--- config.mk ---
export PLATFORM = sky130hd
export DESIGN_NAME = perceptron_update_sched_flat
export DESIGN_NICKNAME = d
export VERILOG_FILES = /design/src/rtl/perceptron_update_sched_if.sv /design/src/rtl/perceptron_update_sched.sv /design/src/flat_wrapper.sv
export SDC_FILE = /design/constraint.sdc
export NUM_CORES = 1
export LEC_CHECK = 0
export CAP_MARGIN = 20
export CORE_MARGIN = 1.5
export CORE_UTILIZATION = 40
export DETAILED_ROUTE_END_ITERATION = 12
export HOLD_SLACK_MARGIN = 0.12
export PLACE_DENSITY = 0.61
export SKIP_LAST_GASP = 1
export SLEW_MARGIN = 40
export SYNTH_ARGS = -nofsm -noshare
export SYNTH_HDL_FRONTEND = slang
export SYNTH_SLANG_ARGS = --single-unit
export TNS_END_PERCENT = 100
--- constraint.sdc ---
create_clock -name clk -period 8.51 [get_ports clk]
set_input_delay 1.2765 -clock clk [delete_from_list [all_inputs] [get_ports clk]]
set_output_delay 1.2765 -clock clk [all_outputs]
set_load 0.1 [all_outputs]
--- src/rtl/perceptron_update_sched_if.sv ---
// Execute-stage training request channel into the perceptron update scheduler.
// The master presents {idx, dir, ghr}; a request transfers when upd_valid & upd_ready.
interface perceptron_update_sched_if #(
   parameter int IDX_W    = 6,
   parameter int GHR_SIZE = 8
);
   logic                upd_valid;
   logic                upd_ready;
   logic [IDX_W-1:0]    upd_idx;
   logic                upd_dir;
   logic [GHR_SIZE-1:0] upd_ghr;

   modport master (
      output upd_valid,
      output upd_idx,
      output upd_dir,
      output upd_ghr,
      input  upd_ready
   );

   modport slave (
      input  upd_valid,
      input  upd_idx,
      input  upd_dir,
      input  upd_ghr,
      output upd_ready
   );
endinterface

--- src/rtl/perceptron_update_sched.sv ---
// Perceptron weight-table update scheduler: clears the HOB / complement-HOB / LOB
// tables after reset, queues training requests and performs one read-modify-write
// per request, sharing the table read port with fetch lookups.
module perceptron_update_sched #(
   parameter int ENTRIES    = 64,
   parameter int IDX_W      = 6,
   parameter int GHR_SIZE   = 8,
   parameter int HOB        = 3,
   parameter int LOB        = 5,
   parameter int FIFO_DEPTH = 4
) (
   input  logic                    clk,
   input  logic                    reset_n,
   input  logic                    fetch_rd_req,
   input  logic [IDX_W-1:0]        fetch_rd_idx,
   output logic                    fetch_rd_stall,
   output logic [IDX_W-1:0]        rd_addr,
   input  logic [HOB*GHR_SIZE-1:0] rd_hob,
   input  logic [LOB*GHR_SIZE-1:0] rd_lob,
   perceptron_update_sched_if.slave upd,
   input  logic                    stall,
   output logic                    wr_en,
   output logic [IDX_W-1:0]        wr_addr,
   output logic [HOB*GHR_SIZE-1:0] wr_hob,
   output logic [HOB*GHR_SIZE-1:0] wr_hob_c,
   output logic [LOB*GHR_SIZE-1:0] wr_lob,
   output logic                    init_busy,
   output logic                    busy
);

   localparam int WW = HOB + LOB;
   localparam int EW = IDX_W + 1 + GHR_SIZE;
   localparam int PW = $clog2(FIFO_DEPTH);

   localparam logic [2:0] S_INIT = 3'd0;
   localparam logic [2:0] S_IDLE = 3'd1;
   localparam logic [2:0] S_RD   = 3'd2;
   localparam logic [2:0] S_CALC = 3'd3;
   localparam logic [2:0] S_WR   = 3'd4;

   localparam logic [IDX_W-1:0] LAST_IDX  = IDX_W'(ENTRIES - 1);
   localparam logic [PW:0]      FULL_CNT  = (PW+1)'(FIFO_DEPTH);
   localparam logic [PW:0]      ONE_C     = (PW+1)'(1);
   localparam logic [PW-1:0]    ONE_P     = PW'(1);
   localparam logic [IDX_W-1:0] ONE_I     = IDX_W'(1);
   localparam logic [WW:0]      ONE_X     = (WW+1)'(1);
   localparam logic [WW-1:0]    ONE_W     = WW'(1);
   localparam logic [WW-1:0]    W_MIN     = {1'b1, {(WW-1){1'b0}}};
   localparam logic [WW-1:0]    W_MAX     = {1'b0, {(WW-1){1'b1}}};

   logic [2:0]       state_q, state_d;
   logic [IDX_W-1:0] sweep_q;

   logic [EW-1:0]    fifo_mem [FIFO_DEPTH];
   logic [PW-1:0]    wr_ptr_q, rd_ptr_q;
   logic [PW:0]      cnt_q, cnt_d;
   logic             full, empty, push, pop;

   logic [EW-1:0]       head;
   logic [IDX_W-1:0]    head_idx;
   logic                head_dir;
   logic [GHR_SIZE-1:0] head_ghr;
   logic                upd_grant;

   logic [HOB*GHR_SIZE-1:0] new_hob, new_hob_c;
   logic [LOB*GHR_SIZE-1:0] new_lob;
   logic [WW-1:0]           w_cur, w_new, w_neg;
   logic [WW:0]             w_sum;

   assign full  = (cnt_q == FULL_CNT);
   assign empty = (cnt_q == '0);
   assign init_busy     = (state_q == S_INIT);
   assign upd.upd_ready = ~init_busy & ~full;
   assign push  = upd.upd_valid & upd.upd_ready;
   assign pop   = (state_q == S_WR);

   assign head     = fifo_mem[rd_ptr_q];
   assign head_idx = head[EW-1 -: IDX_W];
   assign head_dir = head[GHR_SIZE];
   assign head_ghr = head[GHR_SIZE-1:0];

   // Fetch owns the read port unless the queue is full while an update waits in RD.
   assign upd_grant      = (state_q == S_RD) & ~(fetch_rd_req & ~full);
   assign rd_addr        = upd_grant ? head_idx : fetch_rd_idx;
   assign fetch_rd_stall = upd_grant & fetch_rd_req;
   assign busy           = ~empty | (state_q == S_RD) | (state_q == S_CALC) | (state_q == S_WR);

   // Queue occupancy after this cycle's push/pop.
   always_comb begin
      cnt_d = cnt_q;
      case ({push, pop})
         2'b10:   cnt_d = cnt_q + ONE_C;
         2'b01:   cnt_d = cnt_q - ONE_C;
         default: cnt_d = cnt_q;
      endcase
   end

   // Next-state selection; stall only gates entry into RD.
   always_comb begin
      state_d = state_q;
      case (state_q)
         S_INIT: if (sweep_q == LAST_IDX) state_d = S_IDLE;
         S_IDLE: if (!empty && !stall) state_d = S_RD;
         S_RD:   if (upd_grant) state_d = S_CALC;
         S_CALC: state_d = S_WR;
         S_WR:   state_d = (cnt_d != '0 && !stall) ? S_RD : S_IDLE;
         default: state_d = S_INIT;
      endcase
   end

   // Per-weight saturating +/-1 step and saturating negation for the complement table.
   always_comb begin
      new_hob   = '0;
      new_lob   = '0;
      new_hob_c = '0;
      w_cur     = '0;
      w_sum     = '0;
      w_new     = '0;
      w_neg     = '0;
      for (int unsigned i = 0; i < GHR_SIZE; i++) begin
         w_cur = {rd_hob[i*HOB +: HOB], rd_lob[i*LOB +: LOB]};
         if (head_dir == head_ghr[i]) w_sum = {w_cur[WW-1], w_cur} + ONE_X;
         else                         w_sum = {w_cur[WW-1], w_cur} - ONE_X;
         if (w_sum[WW] != w_sum[WW-1]) w_new = {w_sum[WW], {(WW-1){~w_sum[WW]}}};
         else                          w_new = w_sum[WW-1:0];
         if (w_new == W_MIN) w_neg = W_MAX;
         else                w_neg = ~w_new + ONE_W;
         new_hob[i*HOB +: HOB]   = w_new[WW-1 -: HOB];
         new_lob[i*LOB +: LOB]   = w_new[LOB-1:0];
         new_hob_c[i*HOB +: HOB] = w_neg[WW-1 -: HOB];
      end
   end

   // FSM, clear sweep and registered table write port.
   always_ff @(posedge clk or negedge reset_n) begin
      if (!reset_n) begin
         state_q  <= S_INIT;
         sweep_q  <= '0;
         wr_en    <= 1'b0;
         wr_addr  <= '0;
         wr_hob   <= '0;
         wr_hob_c <= '0;
         wr_lob   <= '0;
      end else begin
         state_q <= state_d;
         case (state_q)
            S_INIT: begin
               wr_en    <= 1'b1;
               wr_addr  <= sweep_q;
               wr_hob   <= '0;
               wr_hob_c <= '0;
               wr_lob   <= '0;
               sweep_q  <= (sweep_q == LAST_IDX) ? '0 : sweep_q + ONE_I;
            end
            S_CALC: begin
               wr_en    <= 1'b1;
               wr_addr  <= head_idx;
               wr_hob   <= new_hob;
               wr_hob_c <= new_hob_c;
               wr_lob   <= new_lob;
            end
            default: wr_en <= 1'b0;
         endcase
      end
   end

   // Request queue pointers and occupancy; contents are dropped on reset by clearing these.
   always_ff @(posedge clk or negedge reset_n) begin
      if (!reset_n) begin
         wr_ptr_q <= '0;
         rd_ptr_q <= '0;
         cnt_q    <= '0;
      end else begin
         if (push) wr_ptr_q <= wr_ptr_q + ONE_P;
         if (pop)  rd_ptr_q <= rd_ptr_q + ONE_P;
         cnt_q <= cnt_d;
      end
   end

   // Request storage: {idx, dir, ghr}.
   always_ff @(posedge clk) begin
      if (push) fifo_mem[wr_ptr_q] <= {upd.upd_idx, upd.upd_dir, upd.upd_ghr};
   end

endmodule
--- src/flat_wrapper.sv ---
// flat-port wrapper written by rule: the top's interface ports become plain ports
module perceptron_update_sched_flat 
#(
   parameter int ENTRIES    = 64,
   parameter int IDX_W      = 6,
   parameter int GHR_SIZE   = 8,
   parameter int HOB        = 3,
   parameter int LOB        = 5,
   parameter int FIFO_DEPTH = 4
)
  (clk, reset_n, fetch_rd_req, fetch_rd_idx, fetch_rd_stall, rd_addr, rd_hob, rd_lob, stall, wr_en, wr_addr, wr_hob, wr_hob_c, wr_lob, init_busy, busy, upd_upd_valid, upd_upd_idx, upd_upd_dir, upd_upd_ghr, upd_upd_ready);
  perceptron_update_sched_if #(.IDX_W(IDX_W), .GHR_SIZE(GHR_SIZE)) upd_i ();
  input  logic clk;
  input  logic reset_n;
  input  logic fetch_rd_req;
  input  logic [IDX_W-1:0] fetch_rd_idx;
  output logic fetch_rd_stall;
  output logic [IDX_W-1:0] rd_addr;
  input  logic [HOB*GHR_SIZE-1:0] rd_hob;
  input  logic [LOB*GHR_SIZE-1:0] rd_lob;
  input  logic stall;
  output logic wr_en;
  output logic [IDX_W-1:0] wr_addr;
  output logic [HOB*GHR_SIZE-1:0] wr_hob;
  output logic [HOB*GHR_SIZE-1:0] wr_hob_c;
  output logic [LOB*GHR_SIZE-1:0] wr_lob;
  output logic init_busy;
  output logic busy;
  input wire logic [$bits(upd_i.upd_valid)-1:0] upd_upd_valid;
  input wire logic [$bits(upd_i.upd_idx)-1:0] upd_upd_idx;
  input wire logic [$bits(upd_i.upd_dir)-1:0] upd_upd_dir;
  input wire logic [$bits(upd_i.upd_ghr)-1:0] upd_upd_ghr;
  output wire logic [$bits(upd_i.upd_ready)-1:0] upd_upd_ready;
  assign upd_i.upd_valid = upd_upd_valid;
  assign upd_i.upd_idx = upd_upd_idx;
  assign upd_i.upd_dir = upd_upd_dir;
  assign upd_i.upd_ghr = upd_upd_ghr;
  assign upd_upd_ready = upd_i.upd_ready;
  perceptron_update_sched #(.ENTRIES(ENTRIES), .IDX_W(IDX_W), .GHR_SIZE(GHR_SIZE), .HOB(HOB), .LOB(LOB), .FIFO_DEPTH(FIFO_DEPTH)) u_core (.clk(clk), .reset_n(reset_n), .fetch_rd_req(fetch_rd_req), .fetch_rd_idx(fetch_rd_idx), .fetch_rd_stall(fetch_rd_stall), .rd_addr(rd_addr), .rd_hob(rd_hob), .rd_lob(rd_lob), .upd(upd_i), .stall(stall), .wr_en(wr_en), .wr_addr(wr_addr), .wr_hob(wr_hob), .wr_hob_c(wr_hob_c), .wr_lob(wr_lob), .init_busy(init_busy), .busy(busy));
endmodule
==> metrics.sh, run 1 <==
RRSETUPSLACK_PS=4010
DIE_W_UM=167
SYNTH_SEQ_AREA_SHARE=0.426
ROUTE.DETAILED.DRC=0
VIASPERCELL=5.41
POSTCTSSETUPBUFFERS=0
VIAS_IN_THE_FIRST_GLOBAL_ROUTE=8075
DIE-AREA_UM2=27900
WORST-PATH-MAX-FANOUT=17
FINCLKSKEW_PS=15.6
NUMCLOCKSINKS=171
CTS_HOLD_BUFFERS=0
TOTAL_OF_MAX_CAP_VIOLATIONS=0
SYNTH_FLOP_CELL='sky130_fd_sc_hd__dfrtp_1'
REPORT.FINAL.SETUP_VIOL=0
MIN_DELAY_PATH_DEPTH=2
FLOORPLAN.INITIALDENSITY=0.410
LAYOUT.CELL_AREA.NON_FILLER_UM2=13100
SYNTH_SEQ_CELLS=171
NETLIST-CELL-TYPE-COUNT=82
GR-TOTAL-OVERFLOW=0
FLOORPLAN.DIE.HEIGHT_UM=167
SYNTH_EDF_COUNT=60
SYNTH_CELLS=1049
MAXSLEWVIOLCOUNT=0
WORST_SETUP_PATH_TYPE='flop to flop'
PERIOD_MINUS_SLACK_PS=4500
MAX_CLOCK_BUF_DEPTH=2
PLACE_CONGESTION=0.822
FINAL.SETUP.WORST_SLACK_PS=4010
CELL_WITH_THE_LARGEST_STAGE_DELAY_ON_THE_WORST_PATH='sky130_fd_sc_hd__mux4_2'
HOLD_VIOLATIONS=0
CTS_TREE='built'
NETS=1384
CRITICAL_PATH_ENDPOINT_CATEGORY='flop'
DRT-PASS1-ITER-COUNT=4
CRITICAL_PATH.CELL_CHAIN='mux4_2, xor2_1, inv_1, fa_1, nand2b_1, a211oi_1, mux2i_1, o2111ai_1, maj3_1, a22o_1'
LATER_PIN_CLOCK_LATENCY_IN_THE_SKEW_REPORT_PS=440
PORTBUFFERS=194
TOTALWIRELENGTH_MM=26.6
GRT_PASS1_WL_MM=42.7
CORE_BOX_AREA_UM2=26200
R2R.WORST_PATH.CELLS=10
POSTSYNTH.ASYNCRESETSHARE=0.649
DP_SLACK_PS=3920
RSZ0062_AT_GRT='no'
MOST_FREQUENTLY_USED_CELL_TYPE_IN_THE_POST_SYNTHESIS_NETLIST='sky130_fd_sc_hd__dfrtp_1'
PATH_CLK_SLEW_PS=70
CLOCK.FMAX_GHz=0.222
SETUP_TOTAL_NEG_SLACK_PS=0
ANT_NETS=0
SYNTH.CELLS.MOST_FREQUENT='sky130_fd_sc_hd__dfrtp_1 (111), sky130_fd_sc_hd__nand2_1 (93), sky130_fd_sc_hd__o21ai_0 (81)'
HOLD_CLASS='flop to flop'
WL_PER_CELL_UM=16.9
PERIOD_SHARE=0.529
AREA_GROWTH_PCT=22.0
DESIGN.PORTCOUNT=195
SYNTHMUXAREASHARE=0.0445
SYNTH_TOP_AREA_CELL='sky130_fd_sc_hd__dfrtp_1'
SYNTH_WARNINGS=0
POSTCTSRESIZEDCELLS=0
GRT_START_MAX_NET_PINS=89
CLOCK-ROOT-BUFFER='sky130_fd_sc_hd__clkbuf_16'
POST-DP-HPWL_MM=19.6
ANTENNA_FOUND_INITIAL=6
YOSYS.AREA.TOP_TYPE_SHARE=0.258
CTS.HTREE.LEVELS=4
SYNTHADDERAREAFRAC=0.114
GRT.TOTAL_USAGE=0.192
SYNTH.AREA.TOP_CELLS='sky130_fd_sc_hd__dfrtp_1 (26%), sky130_fd_sc_hd__edfxtp_1 (17%), sky130_fd_sc_hd__ha_1 (7.3%)'
SYN_AVG_CELL_AREA_UM2=10.2
TOTAL_NUMBER_OF_VIAS=8509
CRITPATHREQUIREDTIME_PS=8830
SYNTH_TOP_FAMILY_BY_AREA='compound AO/OA/AOI/OAI gates'
POST_DP_CELL_AREA_UM2=12500
STANDARD_CELL_ROWS=59
SLOWEST_DELAY_PS=780
CRITPATHLAUNCHTYPE='flop'
SYNTH_XOR_XNOR_AREA_SHARE=0.0383
SYNTH_COMPOUND_AREA_FRAC=0.199
TIMING.SLEW.HEADROOM=0.466
SYNTH_AREA_UM2=10800
INITIALDRTVIOLATIONCOUNT=640
OUTCOME='completed'
CRIT_ARRIVAL_PS=4820
SYNTHESIS.NETS=1211
POST_ROUTE_CELLS_DRIVE_ABOVE_1_SHARE=0.164
CTS_INSERTED_BUFFERS=17
SYNTHSIMPLEGATEAREAFRAC=0.138
MAX_SLEW.WORST_PIN.SLEW_PS=796
registers in the layout (all words and copies together) (netlist names):
name,flops
u_core.state_q,3
u_core.cnt_q,3
u_core.wr_lob,40
u_core.wr_addr,6
u_core.wr_hob,24
u_core.wr_ptr_q,2
u_core.rd_ptr_q,2
u_core.wr_en,1
u_core.fifo_mem,60
u_core.wr_hob_c,24
u_core.sweep_q,6
placed cells by master (no fill, tap or decap), drive strengths merged, types with 8 or more instances in the layout:
cell / netlist / final
dfrtp: 111 / 111
buf: 19 / 111
nand2: 93 / 93
clkdlybuf4s50: 0 / 88
o21ai: 87 / 87
nor2: 71 / 71
inv: 57 / 67
ha: 63 / 63
edfxtp: 60 / 60
a21oi: 58 / 58
a22o: 34 / 34
xnor2: 26 / 26
maj3: 26 / 26
xor2: 21 / 21
nor2b: 20 / 20
nand2b: 17 / 17
clkbuf: 26 / 17
mux4: 15 / 15
a211oi: 15 / 15
nor3b: 14 / 14
nand3: 14 / 14
nor3: 14 / 14
a32o: 12 / 12
o31ai: 10 / 10
a31oi: 10 / 10
or3: 9 / 9
a21o: 9 / 9
fa: 9 / 9
mux2: 8 / 8
o211ai: 8 / 8
and3: 8 / 8
o311ai: 8 / 8
final timing paths:
kind	end	startpoint
worst max-delay path	u_core.wr_hob[1]$_DFFE_PN0P_	u_core.rd_ptr_q[0]$_DFFE_PN0P_
worst min-delay path	u_core.wr_hob_c[2]$_DFFE_PN0P_	u_core.wr_hob_c[2]$_DFFE_PN0P_
worst max register to register	u_core.wr_hob[1]$_DFFE_PN0P_	u_core.rd_ptr_q[0]$_DFFE_PN0P_
worst min register to register	u_core.wr_hob_c[2]$_DFFE_PN0P_	u_core.wr_hob_c[2]$_DFFE_PN0P_
max in group asynchronous	u_core.wr_ptr_q[0]$_DFFE_PN0P_	reset_n
min in group asynchronous	u_core.wr_lob[32]$_DFFE_PN0P_	reset_n
cells by family after synthesis:
logic type / after synthesis
simple gates: 297
flops: 171
xor+xnor: 47
buf+inv: 103
compound gates: 305
fa+ha+maj: 98
mux: 28
area by class of cell:
class	count	area, um^2
Timing Repair Buffer	199	1470
Sequential cell	171	4580
Inverter	58	218
Antenna cell	3	7.51
Clock buffer	17	425
Multi-Input combinational cell	775	5800
Clock inverter	15	194
Fill cell	2390	13100
Tap cell	335	419
stage by stage:
stage	std cells	util	hold WS, ps
3_3_place_gp	1537	0.494	452
4_1_cts	1570	0.499	469
6_report	1573	0.501	465
3_5_place_dp	1538	0.475	454
5_1_grt	1571	0.500	489
2_1_floorplan	1049	-	461
per-layer routing:
layer  track usage  routed length, um
met5             0                 45
met4        0.0470                356
met3        0.0549               1690
met2         0.284              11400
met1         0.277              13200
critical path, delay by kind of cell, from the launching register on:
| kind | cells | cell delay, ps |
|---|---|---|
| mux | 2 | 1020 |
| fa+ha+maj | 2 | 870 |
| compound gates | 3 | 820 |
| flops | 1 | 720 |
| xor+xnor | 1 | 650 |
| simple gates | 1 | 180 |
| buf+inv | 1 | 120 |
Power of run 1 is left out: the tool's default activity adds up to more than one toggle a clock period on the data nets, which glitch-free logic cannot reach.
==> run 2: changes to the inputs <==
Settings changed: PLACE_DENSITY 0.61 to 0.63.
Clock period 8.51 ns to 3.9 ns, I/O delays scaled along.
==> run 2 against run 1 <==
  * Register-to-register slack got worse by 3800 ps
  * Global-route usage grew 0.36 points
  * Clock skew down 5.6 ps
  * Flip-flop and latch count is the same
  * Wire length increased by 1.5%
  * Maximum frequency up 23%
  * Critical path depth is the same
  * Count of clock-buffer cells in the layout stayed put
  * Non-clock buffer count up 31
  * Die area unchanged
  * Sequential share of layout area shrank 0.67 points
  * Worst setup slack got worse by 3800 ps
==> metrics.sh, run 2 (synthesis results as in run 1) <==
OUTCOME='completed'  # unchanged
SETUP_TOTAL_NEG_SLACK_PS=0  # unchanged
TOTALWIRELENGTH_MM=27.0  # was 26.6 mm
FINAL_COMMON_CELL='sky130_fd_sc_hd__dfrtp_1'  # unchanged
PATH_DELAY_FAMILY='compound AO/OA/AOI/OAI gates'  # was multiplexers
DRT-PASS1-ITER-COUNT=4  # unchanged
CRITPATHLAUNCHTYPE='flop'  # unchanged
FLOORPLAN.INITIALDENSITY=0.410  # unchanged
HOLD_VIOLATIONS=0  # unchanged
FILLERINSTANCES=2378  # was 2,390
FINAL_CELL_MIX='sky130_fd_sc_hd__dfrtp_1 (111), sky130_fd_sc_hd__buf_2 (95), sky130_fd_sc_hd__nand2_1 (93)'  # was sky130_fd_sc_hd__dfrtp_1 (110), sky130_fd_sc_hd__buf_2 (105), sky130_fd_sc_hd__nand2_1 (93)
REPORT.FINAL.SETUP_VIOL=0  # unchanged
WORST_SETUP_PATH_TYPE='flop to flop'  # unchanged
CTS_TREE='built'  # unchanged
PERIOD_MINUS_SLACK_PS=3660  # was 4500 ps
RSZ0062_AT_GRT='yes'  # was no
POST-DP-HPWL_MM=20.3  # was 19.6 mm
INITIALDRTVIOLATIONCOUNT=535  # was 640
DIE_W_UM=167  # unchanged
HOLD_CLASS='input port to asynchronous set/reset pin'  # was flop to flop
AREA_GROWTH_PCT=24.3  # was 22.0%
SLOWEST_DELAY_PS=680  # was 780 ps
VIAS_IN_THE_FIRST_GLOBAL_ROUTE=8504  # was 8,075
MAXSLEWVIOLCOUNT=0  # unchanged
ANT_NETS=0  # unchanged
DR_WL_MET3_MM=1.38  # was 1.69 mm
PERIOD_SHARE=0.938  # was 0.529
CRIT_ARRIVAL_PS=3980  # was 4820 ps
LARGEST-REGISTER='u_core.fifo_mem'  # unchanged
DRT-MET1-WL_MM=12.9  # was 13.2 mm
WORST-PATH-MAX-FANOUT=8  # was 17
TOTAL_NUMBER_OF_VIAS=8744  # was 8,509
FLOORPLAN.DIE.HEIGHT_UM=167  # unchanged
POST_ROUTE_CELLS_DRIVE_ABOVE_1_SHARE=0.188  # was 0.164
MAX_SLEW.WORST_PIN.SLEW_PS=806  # was 796 ps
DIE-AREA_UM2=27900  # unchanged
CRITICAL_PATH_ENDPOINT_CATEGORY='flop'  # unchanged
ANTENNA_FOUND_INITIAL=0  # was 6
INSERTEDDIODECOUNT=0  # was 3
CELL_WITH_THE_LARGEST_STAGE_DELAY_ON_THE_WORST_PATH='sky130_fd_sc_hd__mux4_2'  # unchanged
CORE_BOX_AREA_UM2=26200  # unchanged
RRSETUPSLACK_PS=240  # was 4010 ps
NETS=1415  # was 1,384
CLOCK.FMAX_GHz=0.273  # was 0.222 GHz
FLIP_FLOP_COUNT_OF_THE_LARGEST_REGISTER_AFTER_LAYOUT=60  # unchanged
TIMING.SLEW.HEADROOM=0.463  # was 0.466
PORTBUFFERS=194  # unchanged
CTS_INSERTED_BUFFERS=17  # unchanged
CRITICAL_PATH.CELL_CHAIN='mux4_2, xor2_1, buf_4, ha_1, nor2b_1, a221oi_1, o311ai_1, or4_4, o311ai_0, nand2_1'  # was mux4_2, xor2_1, inv_1, fa_1, nand2b_1, a211oi_1, mux2i_1, o2111ai_1, maj3_1, a22o_1
WL_PER_CELL_UM=16.9  # about the same
NUMCLOCKSINKS=171  # unchanged
LATER_PIN_CLOCK_LATENCY_IN_THE_SKEW_REPORT_PS=440  # about the same
LARGESTREGISTERS='u_core.fifo_mem: 60 flops, u_core.wr_lob: 40 flops'  # unchanged
GR-TOTAL-OVERFLOW=0  # unchanged
CLOCK-ROOT-BUFFER='sky130_fd_sc_hd__clkbuf_16'  # unchanged
ROUTE.DETAILED.DRC=0  # unchanged
PLACE_CONGESTION=0.840  # was 0.822
CTS.HTREE.LEVELS=4  # unchanged
FINAL_CORE_UTIL=0.510  # was 0.501
GRT_PASS1_WL_MM=43.8  # was 42.7 mm
DESIGN.PORTCOUNT=195  # unchanged
GRT.TOTAL_USAGE=0.196  # was 0.192
GRT_START_MAX_NET_PINS=57  # was 89
TOTAL_OF_MAX_CAP_VIOLATIONS=0  # unchanged
VIASPERCELL=5.46  # was 5.41
ROUTED.TOP_LAYER='met4'  # was met5
CRITICAL_PATH.N_BUFFERS_INVERTERS=1  # unchanged
CRITPATHREQUIREDTIME_PS=4220  # was 8830 ps
MAX_CLOCK_BUF_DEPTH=2  # unchanged
PATH_CLK_SLEW_PS=80  # was 70 ps
MET2_WIRELENGTH_MM=12.5  # was 11.4 mm
FINCLKSKEW_PS=10.1  # was 15.6 ps
STANDARD_CELL_ROWS=59  # unchanged
## run 2: metrics by stage
step / hold WS, ps / area (um^2) / instances / setup slack [ps]
6_report: 152 / 13400 / 1601 / 241
5_1_grt: 216 / 13400 / 1601 / -2.12
4_1_cts: 188 / 13300 / 1601 / 144
3_5_place_dp: 452 / 12700 / 1569 / 159
3_3_place_gp: 452 / 13200 / 1569 / 191
2_1_floorplan: 289 / 10800 / 1049 / 14.4
## run 2: worst reg2reg max path, delay by kind of cell, from the launching register on
family | cells | cell delay (ps)
buffers and inverters | 1 | 190
XOR/XNOR | 1 | 220
adder cells (fa/ha/maj) | 1 | 360
AO/OA/AOI/OAI | 3 | 870
AND/OR/NAND/NOR | 3 | 850
flip-flops | 1 | 390
multiplexers | 1 | 680
## run 2: layout make-up
type	count	area, um^2	share of cell area
Multi-Input combinational cell	775	5810	0.435
Inverter	58	219	0.0164
Clock buffer	17	425	0.0318
Sequential cell	171	4580	0.343
Tap cell	335	419	0.0314
Timing Repair Buffer	230	1720	0.129
Clock inverter	15	189	0.0141
## run 2: path summary, 6_finish.rpt
path                                                startpoint                         endpoint  depth (start not counted)
worst max-delay path            u_core.rd_ptr_q[0]$_DFFE_PN0P_  u_core.wr_hob_c[20]$_DFFE_PN0P_                         10
worst min-delay path                                   reset_n    u_core.sweep_q[2]$_DFFE_PN0P_                          1
worst max register to register  u_core.rd_ptr_q[0]$_DFFE_PN0P_  u_core.wr_hob_c[20]$_DFFE_PN0P_                         10
worst min register to register  u_core.wr_hob_c[2]$_DFFE_PN0P_   u_core.wr_hob_c[2]$_DFFE_PN0P_                          2
max in group asynchronous                              reset_n     u_core.wr_lob[7]$_DFFE_PN0P_                          2
min in group clk                u_core.wr_hob_c[2]$_DFFE_PN0P_   u_core.wr_hob_c[2]$_DFFE_PN0P_                          2
## run 2: what timing repair did
action | 4_1_cts | 5_1_grt
hold buffers | 0 | 0
endpoints found under the setup margin | 0 | 15
buffers inserted | 0 | 0
resized for setup | 0 | 8
## run 2: layer usage
metal,global-route usage,up-vias
met5,0,-
li1,-,4325
met3,0.0440,16
met4,0.0423,0
met2,0.320,182
met1,0.266,4221
Power of run 2 is left out for the same reason.
